**src/rtl/uart_rx_buffer.sv**
```systemverilog
// uart_rx_buffer: 16x-oversampling 8-bit UART receiver with a one-byte
// show-ahead holding register read through re/r_data/empty.
// Optional build macro UART_RX_PARITY_EN adds an even-parity bit (8E1);
// without it frames are 8N1.
module uart_rx_buffer #(
  parameter int unsigned DIVISOR = 27
) (
  input  logic       clk,
  input  logic       reset,
  input  logic       rx,
  input  logic       re,
  output logic [7:0] r_data,
  output logic       empty,
  output logic       frame_err,
  output logic       overrun
);

  typedef enum logic [2:0] {
    IDLE,
    START,
    DATA,
    STOP
`ifdef UART_RX_PARITY_EN
    , PARITY
`endif
  } state_t;

  localparam logic [15:0] DIV_LAST = 16'(DIVISOR - 1);

  logic        rx_meta;
  logic        rx_s;
  logic [15:0] div_cnt;
  logic        tick;
  state_t      state;
  logic [3:0]  tick_cnt;
  logic [2:0]  bit_idx;
  logic [7:0]  shreg;
  logic        frame_done;
  logic        frame_ok;
`ifdef UART_RX_PARITY_EN
  logic        par_ok;
`endif

  // Two-flop synchroniser for the asynchronous serial input (idle high)
  always_ff @(posedge clk or negedge reset) begin
    if (!reset) begin
      rx_meta <= 1'b1;
      rx_s    <= 1'b1;
    end else begin
      rx_meta <= rx;
      rx_s    <= rx_meta;
    end
  end

  // Free-running oversample tick divider, 0..DIVISOR-1
  always_ff @(posedge clk or negedge reset) begin
    if (!reset) begin
      div_cnt <= '0;
    end else if (div_cnt == DIV_LAST) begin
      div_cnt <= '0;
    end else begin
      div_cnt <= div_cnt + 16'd1;
    end
  end

  assign tick = (div_cnt == DIV_LAST);

  // Stop-bit sample point and frame validity
  assign frame_done = (state == STOP) && tick && (tick_cnt == 4'd15);
`ifdef UART_RX_PARITY_EN
  assign frame_ok   = rx_s & par_ok;
`else
  assign frame_ok   = rx_s;
`endif

  // Receive FSM: start-bit qualification, LSB-first data shift, stop sample
  always_ff @(posedge clk or negedge reset) begin
    if (!reset) begin
      state    <= IDLE;
      tick_cnt <= '0;
      bit_idx  <= '0;
      shreg    <= '0;
`ifdef UART_RX_PARITY_EN
      par_ok   <= 1'b1;
`endif
    end else begin
      case (state)
        IDLE: begin
          if (!rx_s) begin
            tick_cnt <= '0;
            state    <= START;
          end
        end
        START: begin
          if (tick) begin
            if (tick_cnt == 4'd7) begin
              tick_cnt <= '0;
              bit_idx  <= '0;
              state    <= rx_s ? IDLE : DATA;
            end else begin
              tick_cnt <= tick_cnt + 4'd1;
            end
          end
        end
        DATA: begin
          if (tick) begin
            if (tick_cnt == 4'd15) begin
              tick_cnt <= '0;
              shreg    <= {rx_s, shreg[7:1]};
              if (bit_idx == 3'd7) begin
`ifdef UART_RX_PARITY_EN
                state <= PARITY;
`else
                state <= STOP;
`endif
              end else begin
                bit_idx <= bit_idx + 3'd1;
              end
            end else begin
              tick_cnt <= tick_cnt + 4'd1;
            end
          end
        end
`ifdef UART_RX_PARITY_EN
        PARITY: begin
          if (tick) begin
            if (tick_cnt == 4'd15) begin
              tick_cnt <= '0;
              par_ok   <= ~(^{shreg, rx_s});
              state    <= STOP;
            end else begin
              tick_cnt <= tick_cnt + 4'd1;
            end
          end
        end
`endif
        STOP: begin
          if (tick) begin
            if (tick_cnt == 4'd15) begin
              tick_cnt <= '0;
              state    <= IDLE;
            end else begin
              tick_cnt <= tick_cnt + 4'd1;
            end
          end
        end
        default: state <= IDLE;
      endcase
    end
  end

  // Holding register and sticky flags; a load or flag-set beats a same-cycle read
  always_ff @(posedge clk or negedge reset) begin
    if (!reset) begin
      r_data    <= '0;
      empty     <= 1'b1;
      frame_err <= 1'b0;
      overrun   <= 1'b0;
    end else begin
      if (frame_done && frame_ok && (empty || re)) begin
        r_data <= shreg;
        empty  <= 1'b0;
      end else if (re && !empty) begin
        empty <= 1'b1;
      end

      if (frame_done && !frame_ok) begin
        frame_err <= 1'b1;
      end else if (re) begin
        frame_err <= 1'b0;
      end

      // A read in the load cycle consumed the old byte, so no overrun then
      if (frame_done && frame_ok && !empty && !re) begin
        overrun <= 1'b1;
      end else if (re) begin
        overrun <= 1'b0;
      end
    end
  end

endmodule

```
**config.mk**
```make
export PLATFORM = sky130hd
export DESIGN_NAME = uart_rx_buffer
export DESIGN_NICKNAME = d
export VERILOG_FILES = /design/src/rtl/uart_rx_buffer.sv
export SDC_FILE = /design/constraint.sdc
export NUM_CORES = 1
export LEC_CHECK = 0
export CAP_MARGIN = 10
export CORE_ASPECT_RATIO = 1.25
export CORE_UTILIZATION = 55
export DETAILED_ROUTE_END_ITERATION = 6
export PLACE_DENSITY = 0.75
export SYNTH_ARGS = -nofsm -noshare
export SYNTH_HDL_FRONTEND = slang
export SYNTH_SLANG_ARGS = --single-unit
```
**constraint.sdc**
```tcl
create_clock -name clk -period 2.8 [get_ports clk]
set_input_delay 0.28 -clock clk [delete_from_list [all_inputs] [get_ports clk]]
set_output_delay 0.28 -clock clk [all_outputs]
set_load 0.02 [all_outputs]
```
==> flow_summary.ini, run 1 <==
[placement]
place_area_um2 = 2308
dp_slack_ns = 0.6444
port_buffers = 14
place_congestion = 0.7990
post-dp-hpwl_um = 2562

[synthesis]
synthFlopType = dfrtp_1
synth_fp_nets = 186
ys_async_sr_fraction = 1.000
ys_warn_count = 0
syn_inst = 177
syn-cell-area_um2 = 2157
synth_edf_count = 0
yosysSeqAreaShare = 0.5354
ys_ff_latch = 46
syn_avg_cell_area_um2 = 12.19
synth_cell_type_count = 40

[status]
violations = design-rule violations
status = finished with violations

[floorplan]
start_util = 0.5747
rows = 25
die_w_um = 58.02
core-area_um2 = 3754
ios = 15
fp.dieH_um = 72.02
dieArea_um2 = 4178

[global_route]
grt.overflow.total = 0
grt_max_degree = 47
grt_usage = 0.1951
grt_pass1_wl_um = 6092
grt_pass1_vias = 1343
antenna_found_initial = 0

[routing]
wl_per_cell_um = 14.99
drt_iter0_markers = 41
drt-total-wl_um = 3508
postRouteAntennaNets = 0
detail_route.vias_per_cell = 5.833
num_vias = 1365
drt_pass1_iterations = 6
drc = 2

[cts]
clock_sinks = 46
h-tree-depth = 2
post_cts_buffers = 0
ctsHoldBuffers = 0
post_cts_resized = 0
clockRootBuffer = clkbuf_8
ctsLongestPathBuffers = 2
cts_buffers = 5
tritoncts = yes
worstSkewPairLatency_ns = 0.30
path_clk_slew_ns = 0.08

[power]
powerDensity_nw_per_um2 = 449.5
power.leakage_nw = 1.082
peakVddDrop_uv = 338.2

[sta]
final_max_slew_viol_count = 0
max_slew.worst_pin.slew_ns = 0.9896
setup_ws_ns = 0.6708
max_slew_margin = 0.3402
final.setup_skew_ns = 0.005948
setup_viol = 0
final.min_clock_period_ns = 2.129
finalHoldViolations = 0
post-route-period-util = 0.7604
fmax_ghz = 0.4697
tns_ns = 0
rsz0062_at_grt = false

[critical_path]
reg2regPathDepth = 6
worstSetupPathType = register to register
rr_endpoint = r_data[5]$_DFFE_PN0P_
worstPathArrival_ns = 2.32
critical_path.max_fanout = 8
rrSetupSlack_ns = 0.67
cp-start-kind = register
cp.required_ns = 2.99
crit_path_end_kind = register
r2r-start = div_cnt[0]$_DFF_PN0_

[finish]
fillers = 321
final_util = 0.6390
mostFrequentLayoutCells = 43 x dfrtp_1, 20 x nor2_1, 17 x mux2_2, 13 x clkdlybuf4s50_1
syn2layout_area_growth_pct = 11.19
design_area_um2 = 2399
mostFrequentLayoutCell = dfrtp_1
nNetsFinal = 202
diodes = 0
drive_gt1_frac = 0.2371

[worst_hold_path]
holdCritPathClass = primary input to asynchronous set/reset pin

[run]
maxCapViolations = 0
-- synthesized netlist by cell type, drive strengths merged (2+ instances only) --
cell | n | area, µm²
and3 | 4 | 26.28
inv | 4 | 15.01
nand4 | 5 | 37.53
ha | 5 | 62.56
dfrtp | 43 | 1076
o2bb2ai | 2 | 17.52
o21ai | 5 | 25.02
xnor2 | 8 | 70.07
nand2b | 3 | 18.77
mux2 | 17 | 191.4
clkbuf | 3 | 11.26
nor3b | 2 | 15.01
and4 | 4 | 38.79
a21oi | 3 | 15.01
nand3 | 8 | 40.04
xor2 | 8 | 70.07
dfstp | 3 | 78.83
or2 | 2 | 12.51
nand2 | 8 | 30.03
nor2 | 20 | 75.07
a22o | 2 | 17.52
buf | 2 | 22.52
nor4 | 2 | 42.54
-- routing by layer --
| layer | GRT usage | up-vias | share of wire |
|---|---|---|---|
| met4 | 0.08201 | 0 | 0.018 |
| met2 | 0.3244 | 20 | 0.53 |
| li1 | - | 664 | - |
| met5 | 0 | - | 0 |
| met1 | 0.2380 | 675 | 0.42 |
| met3 | 0.05348 | 6 | 0.030 |
-- state kept, by name, summed over array words and instances (netlist names) --
name	flops
shreg	8
r_data	8
div_cnt	16
state	2
tick_cnt	4
rx_meta	1
bit_idx	3
frame_ok	1
overrun	1
frame_err	1
empty	1
-- final cells by class --
cell class | instances | area [µm²] | area share
clock buffers | 5 | 68.82 | 0.02869
clock inverters | 3 | 21.27 | 0.008868
inverters | 4 | 15.01 | 0.006260
multi-input cells | 122 | 953.4 | 0.3975
flip-flops and latches | 46 | 1155 | 0.4815
well taps | 40 | 50.05 | 0.02087
repair buffers | 14 | 135.1 | 0.05634
-- power by group --
| part | leakage, nW | total [mW] | switching, mW | internal [mW] |
|---|---|---|---|---|
| registers | 0.607 | 0.668 | 0.00186 | 0.666 |
| logic | 0.430 | 0.0166 | 0.0133 | 0.00322 |
| clock network | 0.0441 | 0.393 | 0.218 | 0.175 |
| total | 1.08 | 1.08 | 0.233 | 0.845 |
-- critical path, cell delays in order (launching register included) --
cell,delay (ns)
dfrtp_1,0.41
inv_1,0.07
ha_1,0.13
nor3b_1,0.31
nand4_2,0.26
nor3_4,0.46
mux2_2,0.38
-- how the worst max path moves through the flow --
stage,slack [ns],to,from
after floorplan,0.88,r_data[0]$_DFFE_PN0P_,div_cnt[0]$_DFF_PN0_
after global placement,0.75,r_data[6]$_DFFE_PN0P_,div_cnt[0]$_DFF_PN0_
after detailed placement,0.64,r_data[1]$_DFFE_PN0P_,div_cnt[0]$_DFF_PN0_
after CTS,0.63,r_data[1]$_DFFE_PN0P_,div_cnt[0]$_DFF_PN0_
after global routing,0.50,r_data[1]$_DFFE_PN0P_,div_cnt[0]$_DFF_PN0_
final,0.67,r_data[5]$_DFFE_PN0P_,div_cnt[0]$_DFF_PN0_
-- stage by stage --
step	std cells	hold slack [ns]	power (mW)
detailed placement	226	0.3503	0.6989
global route	234	0.2243	1.126
CTS	234	0.1726	1.098
global placement	226	0.3458	0.6979
floorplan	177	-0.01559	0.6813
finish	234	0.1388	1.078
-- cells by family after synthesis --
kind of cell,share of synthesized area
adders and majority gates,0.02900
buffers and inverters,0.02262
DFF,0.5354
AOI/OAI and AO/OA,0.05743
and+or+nand+nor,0.2019
muxes,0.08875
xor gates and xnor gates,0.06497
No activity file was read; power rests on OpenSTA's default activity.
==> run 2, diff against run 1 <==
==> constraint.sdc (replaced) <==
create_clock -name clk -period 2.1 [get_ports clk]
set_input_delay 0.21 -clock clk [delete_from_list [all_inputs] [get_ports clk]]
set_output_delay 0.21 -clock clk [all_outputs]
set_load 0.02 [all_outputs]
==> run 2 against run 1 <==
The flow still finishes with violations (design-rule violations). Maximum frequency grew 5.9%. Sequential share of layout area shrank 1.8 points. Power grew 37%. Critical path depth is the same.
==> flow_summary.ini, run 2 (synthesis gave the netlist of run 1 again) <==
[finish]
mostFrequentLayoutCell = dfrtp_1
fillers = 287
syn2layout_area_growth_pct = 15.60
diodes = 0
drive_gt1_frac = 0.2759
top_register = div_cnt
nNetsFinal = 211
mostFrequentLayoutCells = 43 x dfrtp_1, 20 x nor2_1, 17 x mux2_2, 13 x clkdlybuf4s50_1
final_util = 0.6643
largest_registers = div_cnt (16), r_data (8), shreg (8)
largest_register_ffs = 16

[sta]
fmax_ghz = 0.4975
final.min_clock_period_ns = 2.010
final_max_slew_viol_count = 0
max_slew.worst_pin.slew_ns = 0.6481
post-route-period-util = 0.9572
finalHoldViolations = 0
max_slew_margin = 0.5679
final.setup_skew_ns = 0.01215
fin_hold_ws_ns = 0.3081
setup_viol = 0

[floorplan]
fp.dieH_um = 72.02
dieArea_um2 = 4178
start_util = 0.5747
ios = 15
rows = 25
die_w_um = 58.02
core-area_um2 = 3754

[global_route]
grt_pass1_wl_um = 6624
grt_max_degree = 31
grt_pass1_vias = 1456
antenna_found_initial = 0
grt_usage = 0.2113
grt.overflow.total = 0

[power]
powerDensity_nw_per_um2 = 592.6
peakVddDrop_uv = 429.9
power.leakage_nw = 1.131

[critical_path]
cp-startpoint = bit_idx[0]$_DFFE_PN0P_
endpoint = bit_idx[0]$_DFFE_PN0P_
cp-start-kind = register
rrSetupSlack_ns = 0.09
rr_endpoint = bit_idx[0]$_DFFE_PN0P_
cp.required_ns = 2.31
crit_path_end_kind = register
r2r-start = bit_idx[0]$_DFFE_PN0P_
critical_path.max_fanout = 4
reg2regPathDepth = 6
worstPathArrival_ns = 2.22
worstSetupPathType = register to register

[routing]
num_vias = 1415
drc = 2
drt_iter0_markers = 24
drt-total-wl_um = 3778
drt_pass1_iterations = 6
detail_route.vias_per_cell = 5.823
wl_per_cell_um = 15.55
postRouteAntennaNets = 0

[placement]
place_congestion = 0.7675
post-dp-hpwl_um = 2700
port_buffers = 14

[cts]
tritoncts = yes
h-tree-depth = 2
path_clk_slew_ns = 0.10
clock_sinks = 46
cts_buffers = 5
ctsLongestPathBuffers = 2
worstSkewPairLatency_ns = 0.31
clockRootBuffer = clkbuf_8

[worst_hold_path]
whs_path_depth = 1
holdCritPathClass = primary input to register

[status]
status = finished with violations
violations = design-rule violations

[run]
maxCapViolations = 0
==> run 2: cell count changes in the layout (fill, tap and decap cells not counted), sizes merged <==
cell         delta
buf             +8
clkinv          -1
dlygate4sd3     +1
inv             +1
==> run 2: repair_timing <==
action	4_1_cts	5_1_grt
hold endpoints to repair	25	0
hold buffers	1	0
resized for setup	0	2
endpoints found under the setup margin	0	22
buffers inserted	0	1
==> run 2: layout make-up <==
type | count | area [µm²] | area share
Clock inverter | 3 | 25.02 | 0.01004
Clock buffer | 5 | 68.82 | 0.02760
Tap cell | 40 | 50.05 | 0.02007
Multi-Input combinational cell | 122 | 962.2 | 0.3859
Timing Repair Buffer | 23 | 217.7 | 0.08731
Sequential cell | 46 | 1155 | 0.4631
Inverter | 4 | 15.01 | 0.006021
==> run 2: worst min path at each step <==
stage	from	to	slack [ns]
floorplan	reset	bit_idx[0]$_DFFE_PN0P_	-0.09
global placement	reset	bit_idx[2]$_DFFE_PN0P_	0.26
detailed placement	reset	bit_idx[2]$_DFFE_PN0P_	0.28
CTS	rx	rx_meta$_DFF_PN1_	0.29
global route	rx	rx_meta$_DFF_PN1_	0.31
finish	rx	rx_meta$_DFF_PN1_	0.31
==> run 2: worst max-delay path, stage by stage, from the launching register on <==
cell and delay, ns:
dfrtp_1 0.39, ha_1 0.21, ha_1 0.22, or4bb_1 0.50
a21oi_2 0.19, o21ai_0 0.11, a211o_1 0.29
==> run 2: metrics by stage <==
stage	cells	total power [mW]	TNS (ns)	setup slack [ns]	area (µm²)
global placement	233	0.9336	0	0.1021	2374
floorplan	177	0.9084	0	0.1822	2157
CTS	242	1.507	0	0.003913	2477
finish	243	1.478	0	0.08987	2494
detailed placement	233	0.9348	0	0.01299	2374
global route	243	1.536	-0.01106	-0.01106	2494
==> run 2: power by group <==
group	switching, mW	internal (mW)
registers	0.00244	0.889
logic	0.0187	0.00788
clock network	0.320	0.240
total	0.341	1.14
==> run 2: metal layers <==
| metal | up-vias | part of all wire | track usage |
|---|---|---|---|
| li1 | 676 | - | - |
| met3 | 7 | 0.028 | 0.04991 |
| met1 | 703 | 0.42 | 0.2497 |
| met5 | - | 0 | 0 |
| met2 | 29 | 0.53 | 0.3589 |
| met4 | 0 | 0.020 | 0.1032 |
==> run 3, diff against run 2 <==
--- a/config.mk
+++ b/config.mk
@@ -10,6 +10,7 @@
 export CORE_UTILIZATION = 55
 export DETAILED_ROUTE_END_ITERATION = 6
 export PLACE_DENSITY = 0.75
+export SLEW_MARGIN = 5
 export SYNTH_ARGS = -nofsm -noshare
 export SYNTH_HDL_FRONTEND = slang
 export SYNTH_SLANG_ARGS = --single-unit
==> results of run 3 <==
No change in the layout: final DEF, timing and power equal those of run 2.
